$ cat config.mk
export PLATFORM = sky130hd
export DESIGN_NAME = int_sequencer_flat
export DESIGN_NICKNAME = d
export VERILOG_FILES = /design/src/rtl/rat_pipe_pkg.sv /design/src/rtl/int_sequencer_if.sv /design/src/rtl/irq_sync.sv /design/src/rtl/int_sequencer.sv /design/src/flat_wrapper.sv
export SDC_FILE = /design/constraint.sdc
export NUM_CORES = 1
export LEC_CHECK = 0
export CAP_MARGIN = 5
export CORE_ASPECT_RATIO = 1.2
export CORE_MARGIN = 1.5
export CORE_UTILIZATION = 29
export CTS_CLUSTER_DIAMETER = 30
export DETAILED_ROUTE_END_ITERATION = 10
export HOLD_SLACK_MARGIN = 0.03
export REMOVE_ABC_BUFFERS = 1
export SLEW_MARGIN = 5
export SYNTH_ARGS = -nofsm -noshare
export SYNTH_HDL_FRONTEND = slang
export SYNTH_SLANG_ARGS = --single-unit
$ cat constraint.sdc
create_clock -name clk -period 1.8 [get_ports clk]
set_input_delay 0.36 -clock clk [delete_from_list [all_inputs] [get_ports clk]]
set_output_delay 0.36 -clock clk [all_outputs]
set_load 0.05 [all_outputs]
$ cat src/rtl/rat_pipe_pkg.sv
// rtl/rat_pipe_pkg.sv - shared types and constants for the RAT pipeline interrupt path
// Contents: int_state_t (interrupt sequencer states), RAT_INT_VECTOR (default vector address)
package rat_pipe_pkg;

    typedef enum logic [1:0] {
        IS_IDLE,
        IS_DRAIN,
        IS_INJECT,
        IS_VECTOR
    } int_state_t;

    localparam logic [9:0] RAT_INT_VECTOR = 10'h3F;

endpackage

$ cat src/rtl/int_sequencer_if.sv
// rtl/int_sequencer_if.sv - signal bundle between the CPU pipeline and the interrupt sequencer
// master: pipeline side (drives irq_in/i_flag/mem_stall/ex_branch_taken, receives control)
// slave:  sequencer side (receives requests/status, drives stall/inject/vector control)
interface int_sequencer_if #(
    parameter int ADDR_W = 10
);
    logic              irq_in;
    logic              i_flag;
    logic              mem_stall;
    logic              ex_branch_taken;
    logic              irq_pending;
    logic              busy;
    logic              fetch_stall;
    logic              dec_nop;
    logic              dec_int;
    logic              vec_sel;
    logic              pc_load;
    logic [ADDR_W-1:0] vec_addr;
    logic              int_ack;

    modport master (
        output irq_in, i_flag, mem_stall, ex_branch_taken,
        input  irq_pending, busy, fetch_stall, dec_nop, dec_int,
               vec_sel, pc_load, vec_addr, int_ack
    );

    modport slave (
        input  irq_in, i_flag, mem_stall, ex_branch_taken,
        output irq_pending, busy, fetch_stall, dec_nop, dec_int,
               vec_sel, pc_load, vec_addr, int_ack
    );
endinterface

$ cat src/rtl/irq_sync.sv
// rtl/irq_sync.sv - two-flop synchroniser with rising-edge detect for the external interrupt
// Ports: clk, rst (sync, active-high), irq_in (async raw request), irq_edge (one-cycle pulse per rise)
module irq_sync (
    input  logic clk,
    input  logic rst,
    input  logic irq_in,
    output logic irq_edge
);
    logic s1;
    logic s2;
    logic s2_d;

    always_ff @(posedge clk) begin
        if (rst) begin
            s1   <= 1'b0;
            s2   <= 1'b0;
            s2_d <= 1'b0;
        end else begin
            s1   <= irq_in;
            s2   <= s1;
            s2_d <= s2;
        end
    end

    // A level-held request produces exactly one pulse.
    assign irq_edge = s2 & ~s2_d;
endmodule

$ cat src/rtl/int_sequencer.sv
// rtl/int_sequencer.sv - interrupt entry sequencer: drain fetch/decode, inject INT, steer PC to vector
// Ports: clk, rst (sync, active-high), bus (int_sequencer_if.slave: irq_in, i_flag, mem_stall,
//        ex_branch_taken in; irq_pending, busy, fetch_stall, dec_nop, dec_int, vec_sel, pc_load,
//        vec_addr, int_ack out)
module int_sequencer
    import rat_pipe_pkg::*;
#(
    parameter int              ADDR_W       = 10,
    parameter logic [ADDR_W-1:0] VECTOR_ADDR = ADDR_W'(RAT_INT_VECTOR),
    parameter int              DRAIN_CYCLES = 2
) (
    input  logic            clk,
    input  logic            rst,
    int_sequencer_if.slave  bus
);
    localparam int CNT_W = $clog2(DRAIN_CYCLES + 1);

    int_state_t       state_q;
    int_state_t       state_d;
    logic [CNT_W-1:0] cnt_q;
    logic [CNT_W-1:0] cnt_d;
    logic             pending_q;
    logic             irq_edge;
    logic             ack;

    irq_sync u_irq_sync (
        .clk      (clk),
        .rst      (rst),
        .irq_in   (bus.irq_in),
        .irq_edge (irq_edge)
    );

    assign ack = (state_q == IS_INJECT);

    // A new edge in the acknowledge cycle must survive, so set has priority over clear.
    always_ff @(posedge clk) begin
        if (rst) begin
            pending_q <= 1'b0;
        end else if (irq_edge) begin
            pending_q <= 1'b1;
        end else if (ack) begin
            pending_q <= 1'b0;
        end
    end

    always_ff @(posedge clk) begin
        if (rst) begin
            state_q <= IS_IDLE;
            cnt_q   <= '0;
        end else begin
            state_q <= state_d;
            cnt_q   <= cnt_d;
        end
    end

    always_comb begin
        state_d = state_q;
        cnt_d   = cnt_q;
        case (state_q)
            IS_IDLE: begin
                if (pending_q && bus.i_flag && !bus.mem_stall) begin
                    state_d = IS_DRAIN;
                    cnt_d   = CNT_W'(DRAIN_CYCLES - 1);
                end
            end
            IS_DRAIN: begin
                // i_flag is deliberately not looked at here: the entry is already committed.
                // A branch resolving on the last bubble holds one more cycle so the pushed
                // return address is the branch target rather than the stale fall-through PC.
                if (cnt_q != '0) begin
                    cnt_d = cnt_q - 1'b1;
                end else if (!bus.ex_branch_taken) begin
                    state_d = IS_INJECT;
                end else begin
                    cnt_d = '0;
                end
            end
            IS_INJECT: state_d = IS_VECTOR;
            IS_VECTOR: state_d = IS_IDLE;
            default:   state_d = IS_IDLE;
        endcase
    end

    always_comb begin
        bus.fetch_stall = 1'b0;
        bus.dec_nop     = 1'b0;
        bus.dec_int     = 1'b0;
        bus.vec_sel     = 1'b0;
        bus.pc_load     = 1'b0;
        bus.int_ack     = 1'b0;
        case (state_q)
            IS_DRAIN: begin
                bus.fetch_stall = 1'b1;
                bus.dec_nop     = 1'b1;
            end
            IS_INJECT: begin
                bus.fetch_stall = 1'b1;
                bus.dec_int     = 1'b1;
                bus.int_ack     = 1'b1;
            end
            IS_VECTOR: begin
                bus.vec_sel = 1'b1;
                bus.pc_load = 1'b1;
            end
            default: ;
        endcase
    end

    assign bus.irq_pending = pending_q;
    assign bus.busy        = (state_q != IS_IDLE);
    assign bus.vec_addr    = VECTOR_ADDR;
endmodule

$ cat src/flat_wrapper.sv
// flat-port wrapper written by rule: the top's interface ports become plain ports
module int_sequencer_flat import rat_pipe_pkg::*;
#(
    parameter int              ADDR_W       = 10,
    parameter logic [ADDR_W-1:0] VECTOR_ADDR = ADDR_W'(RAT_INT_VECTOR),
    parameter int              DRAIN_CYCLES = 2
)
  (clk, rst, bus_irq_in, bus_i_flag, bus_mem_stall, bus_ex_branch_taken, bus_irq_pending, bus_busy, bus_fetch_stall, bus_dec_nop, bus_dec_int, bus_vec_sel, bus_pc_load, bus_vec_addr, bus_int_ack);
  int_sequencer_if #(.ADDR_W(ADDR_W)) bus_i ();
  input  logic clk;
  input  logic rst;
  input wire logic [$bits(bus_i.irq_in)-1:0] bus_irq_in;
  input wire logic [$bits(bus_i.i_flag)-1:0] bus_i_flag;
  input wire logic [$bits(bus_i.mem_stall)-1:0] bus_mem_stall;
  input wire logic [$bits(bus_i.ex_branch_taken)-1:0] bus_ex_branch_taken;
  output wire logic [$bits(bus_i.irq_pending)-1:0] bus_irq_pending;
  output wire logic [$bits(bus_i.busy)-1:0] bus_busy;
  output wire logic [$bits(bus_i.fetch_stall)-1:0] bus_fetch_stall;
  output wire logic [$bits(bus_i.dec_nop)-1:0] bus_dec_nop;
  output wire logic [$bits(bus_i.dec_int)-1:0] bus_dec_int;
  output wire logic [$bits(bus_i.vec_sel)-1:0] bus_vec_sel;
  output wire logic [$bits(bus_i.pc_load)-1:0] bus_pc_load;
  output wire logic [$bits(bus_i.vec_addr)-1:0] bus_vec_addr;
  output wire logic [$bits(bus_i.int_ack)-1:0] bus_int_ack;
  assign bus_i.irq_in = bus_irq_in;
  assign bus_i.i_flag = bus_i_flag;
  assign bus_i.mem_stall = bus_mem_stall;
  assign bus_i.ex_branch_taken = bus_ex_branch_taken;
  assign bus_irq_pending = bus_i.irq_pending;
  assign bus_busy = bus_i.busy;
  assign bus_fetch_stall = bus_i.fetch_stall;
  assign bus_dec_nop = bus_i.dec_nop;
  assign bus_dec_int = bus_i.dec_int;
  assign bus_vec_sel = bus_i.vec_sel;
  assign bus_pc_load = bus_i.pc_load;
  assign bus_vec_addr = bus_i.vec_addr;
  assign bus_int_ack = bus_i.int_ack;
  int_sequencer #(.ADDR_W(ADDR_W), .VECTOR_ADDR(VECTOR_ADDR), .DRAIN_CYCLES(DRAIN_CYCLES)) u_core (.clk(clk), .rst(rst), .bus(bus_i));
endmodule
==> run metrics, run 1 <==
outcome=finished, final reports clean; Post-route DRC=0; Max clock buf depth=2; total grt overflow=0; clock slew at reported path FFs=60 ps; Max-cap violations=0; register area share after synthesis=28.8%; number of synthesized flops with an enable pin=0; Synth Flop Type=dfxtp_1; Worst setup SP type=flip-flop; most common cell in the netlist=buf_4; initial antenna violation count=0; Port Buffers=13; Post-DP HPWL=715 µm; CTS tree=yes; final net count=82; met3 global-route usage=5.65%; layout cells sized above 1=23.5%; sum of negative setup slack=0 ps; post-place setup slack=113 ps; Leak=0.324 nW; vias in the first global route=367; antenna cells=0; DIE WIDTH=43.0 µm; synth warn=0; largest net degree at the start of global routing=12; critical path type=reg2out; core area=1830 µm²; Gates resized, CTS repair=0; layer with the highest usage=met2; DR pass1 iterations=1; CP max FO=5; hold crit path type=reg2reg; global placer's final weighted congestion=0.670; switching share of power=44.4%; power per cell area=1380 nW/µm²; die footprint=2190 µm²; most frequent CP cell=inv_1; largest cells by area after synthesis=dfxtp_1 (29%), buf_4 (16%), ha_1 (14%), nand2b_1 (4.5%), nor2b_1 (4.5%); Clock Latency Late Sink=260 ps; Hold-fix buffers, CTS=0; gr usage total=10.2%; setup ws final=114 ps; Post-Syn Area=556 µm²; top cells by count, synth=buf_4 (12), dfxtp_1 (8), ha_1 (6); Worst EP arrival=1330 ps; CP max stage cell=dfxtp_1; RSZ-0062 raised after global routing=no; wire per inst=10.7 µm; ordered cell list for the critical path=inv_1 -> ha_1 -> inv_1 -> buf_12; met1 Use GR=10.0%; max incr delay on CP=420 ps; synth unique cells=20; post-CTS setup buffer count=0; total CTS buffers=3; fin. max-slew vios=0; first-pass GRT wire length=1.58 mm; Vias=364; global routing usage on met2=15.7%; Reg power frac=23.7%; DR iter-0 viols=0; chip height=50.9 µm; Root Buffer=clkbuf_4; final worst path period share=93.7%; area leader, netlist=dfxtp_1; WP buf/inv=3; Rows=17; Setup Viol. Count Final=0; vias per cell=4.18; Worst EP required=1440 ps; IO Pins=24; crit path time final=1690 ps; Internal Power=0.563 mW; Crit. End Element=output pin; top cell type's share of synthesized area=28.8%; clock skew=6.65 ps; post-synthesis sequential element count=8; routed wire length=928 µm; crit-path leading delay family=flip-flops; max frequency=593 MHz; Synth-to-Final Area Change=32.4%; Final Hold Vio Count=0; initial core utilization=30.4%; H-tree depth=1; proportion of power drawn by the clock network=13.7%; combinational power share=62.6%; Sink Count=8; synthesized instance count=57; VDD IR-drop max=0.680 mV; P_sw=0.449 mW; Synth async-reset ratio=0%; Detail Route Antenna Nets=0; syn_area_per_cell=9.75 µm²
-- area by class of cell --
class / count / area (µm²)
clock buffer: 3 / 22.5
inverter: 3 / 11.3
sequential: 8 / 160
tap: 19 / 23.8
multi-input combinational: 41 / 320
fill: 178 / 1090
timing repair buffer: 13 / 198
-- sequential cells by signal, indices dropped and copies added, names as in the netlist --
register and cells:
u_core.u_irq_sync.s2 1, u_core.u_irq_sync.s2_d 1, u_core.u_irq_sync.s1 1, u_core.state_q 2, u_core.bus.irq_pending 1, u_core.cnt_q 2
-- logic make-up (layout without fill, tap and decap cells) --
kind of cell / after synthesis / after routing / share of synthesized area, %
AO/OA/AOI/OAI: 7 / 7 / 10.4
flip-flops: 8 / 8 / 28.8
multiplexers: 3 / 3 / 6.31
buffers and inverters: 16 / 19 / 18.9
other: 2 / 10 / 1.35
AND/OR/NAND/NOR: 15 / 15 / 20.7
adder cells (fa/ha/maj): 6 / 6 / 13.5
-- cells in the final DEF, fill, tap and decap left out, types with 2 or more instances in the layout --
cell,n
mux2i_1,2
or2b_1,3
dfxtp_1,8
nand2b_1,4
conb_1,10
a21oi_1,3
clkdlybuf4s50_1,5
inv_1,3
nor2b_1,4
ha_1,6
buf_12,7
clkbuf_4,3
-- metal layers --
metal / part of all wire [%] / routed length [µm] / vias to the layer above
met3: 5.7 / 53 / 2
li1: - / - / 185
met2: 52 / 482 / 14
met1: 39 / 366 / 163
met5: 0 / 0 / -
met4: 2.7 / 25 / 0
-- through the flow --
stage	util [%]	hold WS, ps	cells	power, mW	cell area, µm²
after global routing	40.2	460	87	1.07	736
after detailed placement	39.0	432	84	0.878	713
after global placement	39.0	427	84	0.869	713
final	40.2	436	87	1.01	736
after CTS	40.2	445	87	1.02	736
after floorplan	-	414	52	0.640	492
-- final timing paths --
| kind | endpoint | from | slack [ps] | depth (start not counted) |
|---|---|---|---|---|
| max | bus_busy | u_core.state_q[0]$_SDFFE_PP0P_ | 110 | 4 |
| min | u_core.u_irq_sync.s2$_SDFF_PP0_ | u_core.u_irq_sync.s1$_SDFF_PP0_ | 440 | 1 |
| max reg2reg | u_core.cnt_q[0]$_SDFFE_PP0P_ | u_core.state_q[1]$_SDFFE_PP0P_ | 250 | 5 |
| min reg2reg | u_core.u_irq_sync.s2$_SDFF_PP0_ | u_core.u_irq_sync.s1$_SDFF_PP0_ | 440 | 1 |
-- power by group through the flow --
stage	sequential, mW	combinational, mW	clock, mW
after floorplan	0.239	0.401	0
after global placement	0.242	0.626	0
after detailed placement	0.244	0.634	0
after CTS	0.239	0.638	0.148
after global routing	0.247	0.662	0.162
final	0.240	0.633	0.139
Note: power is estimated with default switching activity, not from simulation.
==> run 2: changes to the inputs <==
- CTS_CLUSTER_SIZE: default -> 10
==> results of run 2 <==
No change in the layout: final DEF, timing and power equal those of run 1.
==> run 3: changes to the inputs <==
- CTS_CLUSTER_DIAMETER: 30 -> default
- clock period: 1.8 -> 1.4 ns (I/O delays scaled with it)
==> run metrics, run 3 (same netlist as run 1, synthesis figures left out) <==
max frequency=715 MHz; final worst path period share=99.8%; Inst Count DP=92 (+9.5%); gr usage total=10.9% (+0.74 points); layout cells sized above 1=46.2% (+23 points); Leak=0.383 nW (+18%); clock skew=2.99 ps (-3.66 ps); Multi-input gate area=410 µm² (+28%); Finished Layout Cells=97 (+11%); largest registers=u_core.cnt_q: 2 flops, u_core.state_q: 2 flops; total grt overflow=0 (unchanged); Worst EP required=1550 ps (+110 ps); routed wire length=1.06 mm (+14%); crit path time final=1400 ps; crit-path leading delay family=flip-flops; H-tree depth=1 (unchanged); CP max stage cell=dfxtp_4; Internal Power=0.962 mW (+71%); combinational power share=69.1% (+6.5 points); CTS tree=yes; Root Buffer=clkbuf_4; CP max FO=4 (-1); RSZ-0062 raised after global routing=yes; final net count=92 (+12%); DR iter-0 viols=1 (+1); initial antenna violation count=0 (unchanged); DIE WIDTH=43.0 µm (unchanged); initial core utilization=30.4% (unchanged); Worst EP arrival=1550 ps (+220 ps); antenna cells=0 (unchanged); vias in the first global route=388 (+5.7%); wire per inst=10.9 µm (+2.5%); Crit. End Element=flip-flop; most frequent cells in the layout=conb_1 (10), buf_4 (10), buf_12 (8); Final Hold Vio Count=0 (unchanged); P_sw=0.693 mW (+54%); critical path type=reg2reg; hold crit path type=reg2reg; vias per cell=4.27 (+2.0%); Max clock buf depth=2 (unchanged); Synth-to-Final Area Change=66.2%; post-route cell area=923 µm² (+26%); Sink Count=8 (unchanged); VDD IR-drop max=0.892 mV (+31%); max incr delay on CP=380 ps (-40 ps); die footprint=2190 µm² (unchanged); WP buf/inv=2 (-1); first-pass GRT wire length=1.68 mm (+6.5%); DR pass1 iterations=4 (+3); global placer's final weighted congestion=0.700 (+4.4%); Worst setup SP type=flip-flop; sum of negative setup slack=0 ps (unchanged); Post-route DRC=0 (unchanged); Setup Viol. Count Final=0 (unchanged); Detail Route Antenna Nets=0 (unchanged); Rows=17 (unchanged); proportion of power drawn by the clock network=10.8% (-2.9 points); fin. max-slew vios=0 (unchanged); Filler Cell Count=158 (-11%); register area=165 µm² (+3.1%); chip height=50.9 µm (unchanged); Max-cap violations=0 (unchanged); power per cell area=1790 nW/µm² (+30%); switching share of power=41.9% (-2.5 points); IO Pins=24 (unchanged); Clock Latency Late Sink=260 ps (about the same); Port Buffers=13 (unchanged); outcome=finished, final reports clean; Post-DP HPWL=760 µm (+6.2%); clock slew at reported path FFs=50 ps (about the same); ordered cell list for the critical path=inv_4 -> ha_4 -> buf_4 -> a211oi_4 -> mux2_4; Vias=414 (+14%); largest net degree at the start of global routing=10 (-2); Area after DPL=786 µm² (+10%); total CTS buffers=3 (unchanged); Reg power frac=20.1% (-3.6 points); core area=1830 µm² (unchanged); Tot Pwr=1.66 mW (+64%)
[run 3: routing by layer]
| metal | vias to the layer above | routed length, µm | GRT usage, % | part of all wire [%] |
|---|---|---|---|---|
| li1 | 206 | - | - | - |
| met1 | 190 | 403 | 10.3 | 38 |
| met2 | 14 | 561 | 18.4 | 53 |
| met3 | 4 | 56 | 4.24 | 5.3 |
| met4 | 0 | 40 | 9.09 | 3.8 |
| met5 | - | 0 | 0 | 0 |
[run 3: final timing paths]
path / startpoint / to / slack, ps / cells after the start
worst max-delay path: u_core.state_q[0]$_SDFFE_PP0P_ / u_core.cnt_q[0]$_SDFFE_PP0P_ / 2 / 5
worst max register to register: u_core.state_q[0]$_SDFFE_PP0P_ / u_core.cnt_q[0]$_SDFFE_PP0P_ / 2 / 5
worst min register to register: u_core.u_irq_sync.s1$_SDFF_PP0_ / u_core.u_irq_sync.s2$_SDFF_PP0_ / 440 / 1
worst min-delay path: u_core.u_irq_sync.s1$_SDFF_PP0_ / u_core.u_irq_sync.s2$_SDFF_PP0_ / 440 / 1
[run 3: layout make-up]
cell class                 count  share of cell area [%]
timing repair buffer          23                    30.9
inverter                       3                    1.76
clock buffer                   3                    2.44
sequential                     8                    17.9
tap                           19                    2.57
multi-input combinational     41                    44.4
[run 3: power by group through the flow]
stage	Clock [mW]	Sequential [mW]	Combinational (mW)
detailed placement	0	0.307	0.931
floorplan	0	0.308	0.515
finish	0.179	0.333	1.14
global placement	0	0.307	0.916
CTS	0.192	0.327	1.01
global route	0.212	0.339	1.20
[run 3: per-stage QoR]
step	util, %	hold slack, ps	setup slack [ps]
final	50.5	442	2.20
after global routing	50.5	456	-24.5
after CTS	47.3	450	-7.53
after detailed placement	43.0	430	-209
after global placement	43.0	425	-181
after floorplan	-	349	-340
[run 3: worst reg2reg max path, cell delays in order (launching register included)]
cell and delay, ps:
dfxtp_4 380, inv_4 60, ha_4 170, buf_4 140
a211oi_4 220, mux2_4 320
[run 3: what timing repair did]
| item | in CTS | in global routing |
|---|---|---|
| resized for setup | 15 | 6 |
| setup buffers | 2 | 3 |
| hold buffers | 0 | 0 |
| endpoints found under the setup margin | 9 | 5 |
| pin swaps | 2 | 4 |
